### src/rtl/countdown_controller.sv
// Countdown controller for the bomb-timer register.
// Drives the register's ctrl/data inputs: loads the preset on arm, issues one
// DEC per prescaled tick, and reports armed / defused / detonated status.
//
// Register control codes (must match the timer register):
//   REG_CTRL_NONE = 0 (hold), REG_CTRL_CLR = 1, REG_CTRL_LD = 2,
//   REG_CTRL_INC  = 3,        REG_CTRL_DEC = 4
//
// All outputs are registered. A code driven on reg_ctrl in cycle N is applied
// by the register at edge N+1, and every code lasts exactly one cycle.
// The count input is read back only for the == 0 / == 1 expiry decision.
module countdown_controller #(
  parameter int WIDTH    = 8,
  parameter int TICK_DIV = 50000000,
  localparam int REG_CTRL_WIDTH = 3
) (
  input  logic                      async_reset,
  input  logic                      clk,
  input  logic                      arm,
  input  logic                      defuse,
  input  logic [WIDTH-1:0]          preset,
  input  logic [WIDTH-1:0]          count,
  output logic [REG_CTRL_WIDTH-1:0] reg_ctrl,
  output logic [WIDTH-1:0]          reg_data,
  output logic                      tick,
  output logic                      armed,
  output logic                      defused,
  output logic                      detonated
);

  localparam logic [REG_CTRL_WIDTH-1:0] REG_CTRL_NONE = 3'd0;
  localparam logic [REG_CTRL_WIDTH-1:0] REG_CTRL_CLR  = 3'd1;
  localparam logic [REG_CTRL_WIDTH-1:0] REG_CTRL_LD   = 3'd2;
  localparam logic [REG_CTRL_WIDTH-1:0] REG_CTRL_INC  = 3'd3; // never issued
  localparam logic [REG_CTRL_WIDTH-1:0] REG_CTRL_DEC  = 3'd4;

  localparam int              PW   = (TICK_DIV > 2) ? $clog2(TICK_DIV) : 1;
  localparam logic [PW-1:0]   TERM = PW'(TICK_DIV - 1);

  typedef enum logic [1:0] {
    IDLE      = 2'd0,
    ARMED     = 2'd1,
    DEFUSED   = 2'd2,
    DETONATED = 2'd3
  } state_t;

  state_t                    state, state_nxt;
  logic [PW-1:0]             presc, presc_nxt;
  logic [REG_CTRL_WIDTH-1:0] ctrl_nxt;
  logic [WIDTH-1:0]          data_nxt;
  logic                      tick_nxt;

  // Next-state, prescaler and register-command decode.
  always_comb begin
    state_nxt = state;
    presc_nxt = presc;
    ctrl_nxt  = REG_CTRL_NONE;
    data_nxt  = reg_data;
    tick_nxt  = 1'b0;
    unique case (state)
      IDLE: begin
        // A zero preset would expire immediately, so it is not a valid start.
        presc_nxt = '0;
        if (arm && (preset != '0)) begin
          ctrl_nxt  = REG_CTRL_LD;
          data_nxt  = preset;
          state_nxt = ARMED;
        end
      end
      ARMED: begin
        // Defuse wins over a tick or expiry landing in the same cycle.
        if (defuse) begin
          state_nxt = DEFUSED;
        end else if (presc == TERM) begin
          presc_nxt = '0;
          tick_nxt  = 1'b1;
          if (count == '0) begin
            // Never DEC a zero register: it would wrap to all-ones.
            state_nxt = DETONATED;
          end else begin
            ctrl_nxt = REG_CTRL_DEC;
            if (count == WIDTH'(1)) state_nxt = DETONATED;
          end
        end else begin
          presc_nxt = presc + 1'b1;
        end
      end
      DEFUSED, DETONATED: begin
        // Return to idle only; the preset is not sampled on this pulse.
        if (arm) begin
          ctrl_nxt  = REG_CTRL_CLR;
          state_nxt = IDLE;
        end
      end
      default: state_nxt = IDLE;
    endcase
  end

  // State, prescaler and registered outputs.
  always_ff @(posedge clk or negedge async_reset) begin
    if (!async_reset) begin
      state     <= IDLE;
      presc     <= '0;
      reg_ctrl  <= REG_CTRL_NONE;
      reg_data  <= '0;
      tick      <= 1'b0;
      armed     <= 1'b0;
      defused   <= 1'b0;
      detonated <= 1'b0;
    end else begin
      state     <= state_nxt;
      presc     <= presc_nxt;
      reg_ctrl  <= ctrl_nxt;
      reg_data  <= data_nxt;
      tick      <= tick_nxt;
      armed     <= (state_nxt == ARMED);
      defused   <= (state_nxt == DEFUSED);
      detonated <= (state_nxt == DETONATED);
    end
  end

endmodule

### config.mk
export PLATFORM = sky130hd
export DESIGN_NAME = countdown_controller
export DESIGN_NICKNAME = d
export VERILOG_FILES = /design/src/rtl/countdown_controller.sv
export SDC_FILE = /design/constraint.sdc
export NUM_CORES = 1
export LEC_CHECK = 0
export ABC_AREA = 1
export CAP_MARGIN = 20
export CORE_ASPECT_RATIO = 0.9
export CORE_MARGIN = 3
export CORE_UTILIZATION = 51
export CTS_BUF_LIST = sky130_fd_sc_hd__clkbuf_4 sky130_fd_sc_hd__clkbuf_8
export CTS_CLUSTER_SIZE = 16
export DETAILED_ROUTE_END_ITERATION = 12
export GPL_TIMING_DRIVEN = 0
export PLACE_DENSITY = 0.79
export RECOVER_POWER = 50
export SYNTH_ARGS = -nofsm -noshare
export SYNTH_HDL_FRONTEND = slang
export SYNTH_SLANG_ARGS = --single-unit
### constraint.sdc
create_clock -name clk -period 1.6 [get_ports clk]
set_input_delay 0.16 -clock clk [delete_from_list [all_inputs] [get_ports clk]]
set_output_delay 0.16 -clock clk [all_outputs]
set_load 0.05 [all_outputs]
Word level (Yosys, flattened, before mapping)
Cells that the tools add are included.

Flip-flop bits (word level): 43. Word-level logic and storage cells: 45. Input bits: 20.

Reduce and logical (&&, ||, !) cells: 8. Eq/ne operators: 9. $add $sub $neg: 1. Muxes and demuxes: 19.

Operators by type and width (count): two-way mux 26 bit (2); one-hot mux 26 bit (2 select lines) (1); adder 26 x 1 -> 26 bit (second input constant) (1); == test 26 bit (second input constant) (1); two-way mux 2 bit (7); two-way mux 3 bit (3); one-hot mux 3 bit (3 select lines) (1); == test 2 bit (second input constant) (4); == test 8 x 1 -> 1 bit (second input constant) (1); logical NOT 8 bit (1); nonzero test 8 bit (1); one-hot mux 2 bit (3 select lines) (1); == test 2 x 1 -> 1 bit (second input constant) (2); two-way mux 1 bit (4); AND reduction 2 bit (2); logical NOT 2 bit (1); inequality test 2 bit (second input constant) (1); nonzero test 2 bit (1); OR reduction 2 bit (1); logical AND 1 bit (1).

Depth between registers and ports, before layout
Gate-level depths: netlist of the first run.

Depth after elaboration: 7. Depth in mapped cells: 10.

Worst setup path before layout of the first run
OpenSTA, ideal clock, no wires.

Kind: reg2reg. Start: reg presc[0]. End: reg presc[11]. Clock period less this slack: 1.536 ns. Arrival: 1.411 ns. Buffers on the path: 1. Cell stages (with the launch flop): 10. Required time: 1.475 ns. Slack: 0.064 ns. Setup time: 0.125 ns. Path through: dfrtp_1 > ha_1 > nand2_2 > nor2_2 > nand2_1 > nor2_2 > nand2_2 > nand3_4 > buf_6 > o22ai_1.

Cells in the longest elaborated chain, start to end: 4. Elaborated cells on any way between the ends: 5. Classes of those cells: 1 x add/sub; 1 x eq/ne; 3 x mux.

Ends and longest elaborated chain: start: declaration (line 48) `logic [PW-1:0] presc, presc_nxt;`; start signal: assignment (line 112) `presc <= presc_nxt;`; adder 26 x 1 -> 26 bit or == test 26 bit (tied branches) (line 85, 74); two-way mux 26 bit (*) (line 74) `end else if (presc == TERM) begin`; two-way mux 26 bit (*) (line 72) `if (defuse) begin`; one-hot mux 26 bit (2 select lines) (*) (line 60) `unique case (state)`.

Mark *: on every way between the ends. The rest lies on a longest branch, timed or not. The select of a mux whose other input is x is not followed. A chain may end at the register's enable or synchronous reset.

Worst setup path after layout of the first run
Start: reg presc[9]. End: reg presc[3].

Cells in the longest elaborated chain, start to end: 4.

Ends and longest elaborated chain (line): == test 26 bit (74); two-way mux 26 bit (74); two-way mux 26 bit (72); one-hot mux 26 bit (2 select lines) (60).

Every way passes these cells. The select of a mux whose other input is x is not followed.

==> results of run 1 <==
-- cells in the final DEF (no fill, tap or decap), types with 9 or more instances in the layout --
cell type and count:
dfrtp_1 41, clkdlybuf4s50_1 19, nand2_1 95, nor2_1 38, o21ai_0 14, nand3_1 17
buf_4 9, xor2_1 10, inv_1 39
-- path summary, 6_finish.rpt --
check	startpoint	to
setup / recovery	presc[9]$_DFFE_PN0P_	presc[3]$_DFFE_PN0P_
hold / removal	async_reset	reg_ctrl[0]$_DFF_PN0_
setup reg to reg	presc[9]$_DFFE_PN0P_	presc[3]$_DFFE_PN0P_
hold reg to reg	reg_data[6]$_DFFE_PN0P_	reg_data[6]$_DFFE_PN0P_
max in group asynchronous	async_reset	presc[22]$_DFFE_PN0P_
min in group clk	arm	reg_ctrl[0]$_DFF_PN0_
-- what timing repair did --
item                       4_1_cts  5_1_grt
buffers inserted                 5        4
cloned                           0        1
pin swaps                        2       10
hold endpoints to repair        19        0
resized for setup               14       24
setup endpoints to repair       37       36
hold buffers                     1        0
-- sequential cells by signal, indices dropped and copies added (netlist names) --
| name | count |
|---|---|
| presc | 26 |
| reg_data | 8 |
| reg_ctrl | 3 |
| state | 2 |
| armed | 1 |
| defused | 1 |
| detonated | 1 |
| tick | 1 |
-- per-layer routing --
metal | up-vias | routed length [um] | global-route usage [%]
li1 | 1118 | - | -
met1 | 1041 | 2750 | 28.5
met2 | 65 | 2750 | 35.5
met3 | 13 | 311 | 4.83
met4 | 0 | 111 | 7.38
met5 | - | 0 | 0
-- worst max-delay path: stages, from the launching register on --
cell and delay [ps]:
dfrtp_1 460, inv_1 130, nand2_1 90, nor2_1 150, nand2_1 90, nor2_2 130, nand2_2 100, nand3_4 140
clkbuf_16 170, o22ai_1 60
-- cell families after synthesis --
logic type,synth area share (%)
adder cells (fa/ha/maj),0.527
flip-flops,45.4
AND/OR/NAND/NOR,33.1
buffers and inverters,7.59
XOR/XNOR,4.43
AO/OA/AOI/OAI,8.97
-- synth_stat cells --
master / number
nor2_1: 42
nand3_4: 1
a31oi_1: 2
inv_1: 39
nor2_2: 4
buf_4: 2
o21ai_2: 2
inv_2: 1
nand4_1: 6
dfrtp_1: 43
o21ai_1: 4
clkbuf_1: 1
a21oi_1: 4
buf_6: 1
o21ai_0: 14
xnor2_1: 2
xor2_1: 10
nand2_2: 5
ha_1: 1
o21bai_1: 2
o31ai_1: 1
nor2_4: 3
nand2_1: 98
nor3_1: 5
nand3_1: 18
o22ai_1: 8
-- per-stage QoR --
stage / instance area [um^2] / total power [mW] / util [%] / setup slack, ps / setup TNS, ps
6_report: 3080 / 3.83 / 72.2 / -48.4 / -478
4_1_cts: 2980 / 3.76 / 69.8 / 4.65 / 0
2_1_floorplan: 2370 / 2.42 / - / 64.4 / 0
3_3_place_gp: 2790 / 2.96 / 65.3 / -757 / -37130
5_1_grt: 3080 / 4.03 / 72.2 / -110 / -1850
3_5_place_dp: 2810 / 3.00 / 65.9 / -293 / -6800
-- layout make-up --
class / count / area, um^2 / share of cell area [%]
clock buffers: 7 / 96.3 / 3.13
multi-input cells: 232 / 1180 / 38.3
inverters: 40 / 153 / 4.95
repair buffers: 46 / 455 / 14.8
well taps: 60 / 75.1 / 2.44
flip-flops and latches: 43 / 1080 / 35.0
clock inverters: 1 / 7.51 / 0.244
plain buffers: 4 / 35.0 / 1.14
-- power groups by stage --
stage	combinational, mW	sequential, mW	clock (mW)
finish	1.69	1.37	0.773
floorplan	0.543	1.88	0
global placement	1.57	1.40	0
global route	1.81	1.40	0.831
detailed placement	1.59	1.40	0
CTS	1.61	1.37	0.777
==> impl_metrics.yaml, run 1 <==
yosys:
  yosysWarnings: 0
  yosysTopAreaCellShare_pct: 45.4
  synth.area.top_cells: "dfrtp_1, nand2_1, nor2_1, inv_1, nand3_1"
  synth_seq_cells: 43
  post_synth_instance_area_um2: 2370
  gate_count_post_synth: 319
  ys_seq_area_share_pct: 45.4
  top_cell_type_by_total_area_after_synthesis: "dfrtp_1"
  post_synth_num_cell_types: 26
  synth_area_per_cell_um2: 7.44
  syn-num-nets: 340
global_route:
  globalRouteTotalUtil_pct: 21.6
  gr-total-overflow: 0
  first_pass_grt_wire_length_mm: 9.61
  grt_start_max_net_pins: 25
  grt_antenna_before_repair: 0
  grt_pass1_vias: 2198
routing:
  vias_per_cell: 5.17
  drt-pass1-iter-count: 6
  wl_per_cell_um: 13.7
  drt_wl_total_mm: 5.92
  antenna_violating_nets_post_route: 0
  drc_errors: 0
  detailedRoute.firstIterationViolations: 263
  dr_vias: 2237
placed_design:
  placedCellCount: 414
  place_congestion: 0.904
  numPortBuffers: 34
  dp.final_hpwl_mm: 4.14
sta:
  hold_slack_ps: 357
  setup_repair_after_global_routing_missed_its_margin: "true"
  layout_min_cycle_time_ps: 1650
  timing.final.ws_setup_ps: -48.4
  hold_vio_cnt_final: 0
  drv_slew: 0
  report.final.setup_viol: 15
  fin_crit_sh_pct: 103
  worst_slew_margin_rel_pct: 62.8
  slew_worst_pin_ps: 558
  achievable-frequency_mhz: 607
  skew_ps: 11.2
cts:
  cts.path.max_buffers: 2
  clk_pin_slew_worst_paths_ps: 90
  cts.htree.levels: 2
  clock-sinks: 43
  clk-insertion-delay-late_ps: 300
  tritoncts.num_buffers: 5
  cts-root-buf: "clkbuf_8"
  cts_tree: "yes"
pwr:
  share_comb_of_total_power_pct: 44.0
  ir_worst_vdd_uv: 1200
  switching_share_pct: 43.2
  net-switching-power_mw: 1.65
  share_clk_of_total_power_pct: 20.2
  sequentialPowerShare_pct: 35.8
  leakage_nw: 1.48
  p_int_mw: 2.18
  power_per_cell_area_nw_per_um2: 1240
floorplanning:
  core_area_um2: 4270
  dieWidth_um: 77.9
  dieArea_um2: 5510
  std_cell_rows: 22
  floorplan.initialDensity_pct: 55.6
  chipHeight_um: 70.7
  design.portCount: 35
worst_setup_path:
  critical_path_class: "flop to flop"
  crit_path_max_fanout: 5
  critical_path.startpoint_type: "flop"
  rrSetupSlack_ps: -50
  worstSetupEndpointType: "flop"
  critical_path_arrival_ps: 1830
  rr_worst_depth: 9
  worst-endpoint-required_ps: 1790
layout:
  num-nets-final: 393
  fillCellCount: 350
  n_antenna_cell: 0
  final_layout_size_suffix_gt1_share_pct: 13.7
  flow.area_growth_from_synthesis_pct: 29.9
  instances_no_fill: 433
run_status:
  failed_checks: "negative setup slack"
  status: "finished with violations"
worst_hold_path:
  min_path_type: "primary input to async pin"
job:
  drv_cap: 0
Note: power is estimated with default switching activity, not from simulation.
==> run 2: changes to the inputs <==
--- a/config.mk
+++ b/config.mk
@@ -16,6 +16,7 @@
 export GPL_TIMING_DRIVEN = 0
 export PLACE_DENSITY = 0.79
 export RECOVER_POWER = 50
+export SETUP_SLACK_MARGIN = 0.2
 export SYNTH_ARGS = -nofsm -noshare
 export SYNTH_HDL_FRONTEND = slang
 export SYNTH_SLANG_ARGS = --single-unit
==> impl_metrics.yaml, run 2 (same netlist as run 1, synthesis figures left out) <==
placed_design:
  numPortBuffers: 34
  place_congestion: 0.863
  placement.setup.worst_slack_ps: -168
  placedCellCount: 414
  dp.final_hpwl_mm: 4.15
layout:
  final_layout_size_suffix_gt1_share_pct: 26.4
  num-nets-final: 404
  largest_register_ff_count: 26
  layout_top_registers: "presc: 26 flops, reg_data: 8 flops, reg_ctrl: 3 flops"
  final_cell_mix: "nand2_1, dfrtp_1, inv_1, nor2_1, clkdlybuf4s50_1"
  flow.area_growth_from_synthesis_pct: 41.7
  n_antenna_cell: 0
  registers.top_by_ff_count: "presc"
  final_common_cell: "nand2_1"
  instances_no_fill: 443
pwr:
  sequentialPowerShare_pct: 34.0
  share_clk_of_total_power_pct: 17.1
  post-layout-total-power_mw: 4.06
  switching_share_pct: 44.4
  ir_worst_vdd_uv: 1200
  net-switching-power_mw: 1.80
  share_comb_of_total_power_pct: 48.9
  p_int_mw: 2.26
  power_per_cell_area_nw_per_um2: 1210
  leakage_nw: 1.50
floorplanning:
  dieArea_um2: 5510
  std_cell_rows: 22
  core_area_um2: 4270
  dieWidth_um: 77.9
  chipHeight_um: 70.7
  floorplan.initialDensity_pct: 55.6
  design.portCount: 35
worst_setup_path:
  worst-endpoint-required_ps: 1770
  critical_path.cell_chain: "ha_4 > nand2_4 > nor2_4 > buf_4 > nand2_4 > nor2_4 > buf_4 > xor2_1 > o22ai_2"
  critical_path.max_stage_delay_ps: 390
  crit_path_max_fanout: 5
  slowest_stage: "dfrtp_2"
  crit_buf_inv: 2
  critical_path_class: "flop to flop"
  worst_path_dominant_cell_family: "simple AND/OR/NAND/NOR gates"
  worstSetupEndpointType: "flop"
  critical_path.startpoint_type: "flop"
  critical_path_arrival_ps: 1810
global_route:
  globalRouteTotalUtil_pct: 23.8
  met2_usage_in_global_routing_pct: 38.2
  gr-usage-met1_pct: 32.0
  gr-total-overflow: 0
  first_pass_grt_wire_length_mm: 10.6
  top_usage_layer: "met2"
  grt_start_max_net_pins: 25
  grt_pass1_vias: 2315
  global_route.usage.met3_pct: 5.73
  grt_antenna_before_repair: 0
sta:
  timing.final.ws_setup_ps: -39.0
  fin_crit_sh_pct: 102
  layout_min_cycle_time_ps: 1640
  achievable-frequency_mhz: 610
  skew_ps: 9.18
  worst_slew_margin_rel_pct: 65.3
  finalSetupTns_ps: -90.1
  report.final.setup_viol: 5
  hold_slack_ps: 357
  drv_slew: 0
  hold_vio_cnt_final: 0
  slew_worst_pin_ps: 523
  setup_repair_after_global_routing_missed_its_margin: "true"
routing:
  drt-pass1-iter-count: 5
  dr_vias: 2355
  antenna_violating_nets_post_route: 0
  vias_per_cell: 5.32
  drt_wl_total_mm: 6.52
  wl_per_cell_um: 14.7
  detailedRoute.firstIterationViolations: 289
  drc_errors: 0
run_status:
  status: "finished with violations"
  failed_checks: "negative setup slack"
cts:
  cts.htree.levels: 2
  clk_pin_slew_worst_paths_ps: 80
  clock-sinks: 43
  cts.path.max_buffers: 2
  cts_tree: "yes"
  tritoncts.num_buffers: 5
  clk-insertion-delay-late_ps: 300
  cts-root-buf: "clkbuf_8"
worst_hold_path:
  min_path_type: "primary input to async pin"
job:
  drv_cap: 0
==> run 2: changes by cell type in the layout (fill, tap and decap cells not counted), sizes merged <==
cell,delta
buf,+14
clkinv,+1
clkdlybuf4s50,-1
clkbuf,-4
clkinvlp,-1
dlygate4sd2,+7
dlymetal6s2s,-6
==> run 2: final timing paths <==
path                       depth (start not counted)                    start  slack [ps]                 endpoint
max                                                9     presc[1]$_DFFE_PN0P_         -40    presc[12]$_DFFE_PN0P_
min                                                2              async_reset         360     presc[5]$_DFFE_PN0P_
max reg2reg                                        9     presc[1]$_DFFE_PN0P_         -40    presc[12]$_DFFE_PN0P_
min reg2reg                                        2  reg_data[1]$_DFFE_PN0P_         490  reg_data[1]$_DFFE_PN0P_
max in group asynchronous                          3              async_reset         740       state[1]$_DFF_PN0_
min in group clk                                   3                      arm         430    reg_ctrl[0]$_DFF_PN0_
==> run 2: stage by stage <==
stage / instance area [um^2] / util [%]
after floorplan: 2390 / -
after global placement: 2810 / 65.9
after detailed placement: 2830 / 66.4
after CTS: 3220 / 75.5
after global routing: 3360 / 78.8
final: 3360 / 78.8
==> run 2: timing repair <==
| item | CTS | global route |
|---|---|---|
| gates resized for setup | 68 | 31 |
| gates cloned | 1 | 0 |
| hold endpoints to repair | 19 | 0 |
| hold buffers | 1 | 0 |
| setup endpoints to repair | 54 | 39 |
| setup buffers | 15 | 5 |
| pin swaps | 18 | 16 |
==> run 2: layer usage <==
metal | part of all wire [%] | vias to the layer above
met1 | 43 | 1090
li1 | - | 1143
met2 | 48 | 101
met4 | 1.9 | 0
met5 | 0 | -
met3 | 7.2 | 21
==> run 2: power groups by stage <==
stage                     sequential [mW]  clock, mW  combinational, mW
after global placement               1.41          0               1.57
after detailed placement             1.41          0               1.60
after global routing                 1.41      0.754               2.11
final                                1.38      0.696               1.99
after floorplan                      1.89          0              0.549
after CTS                            1.38      0.705               1.83
==> run 2: layout make-up <==
| class | count | area, um^2 |
|---|---|---|
| multi-input combinational | 232 | 1350 |
| sequential | 43 | 1080 |
| fill | 284 | 905 |
| timing repair buffer | 57 | 566 |
| inverter | 40 | 158 |
| clock buffer | 6 | 82.6 |
| tap | 60 | 75.1 |
| buffer | 4 | 41.3 |
| clock inverter | 1 | 5.00 |
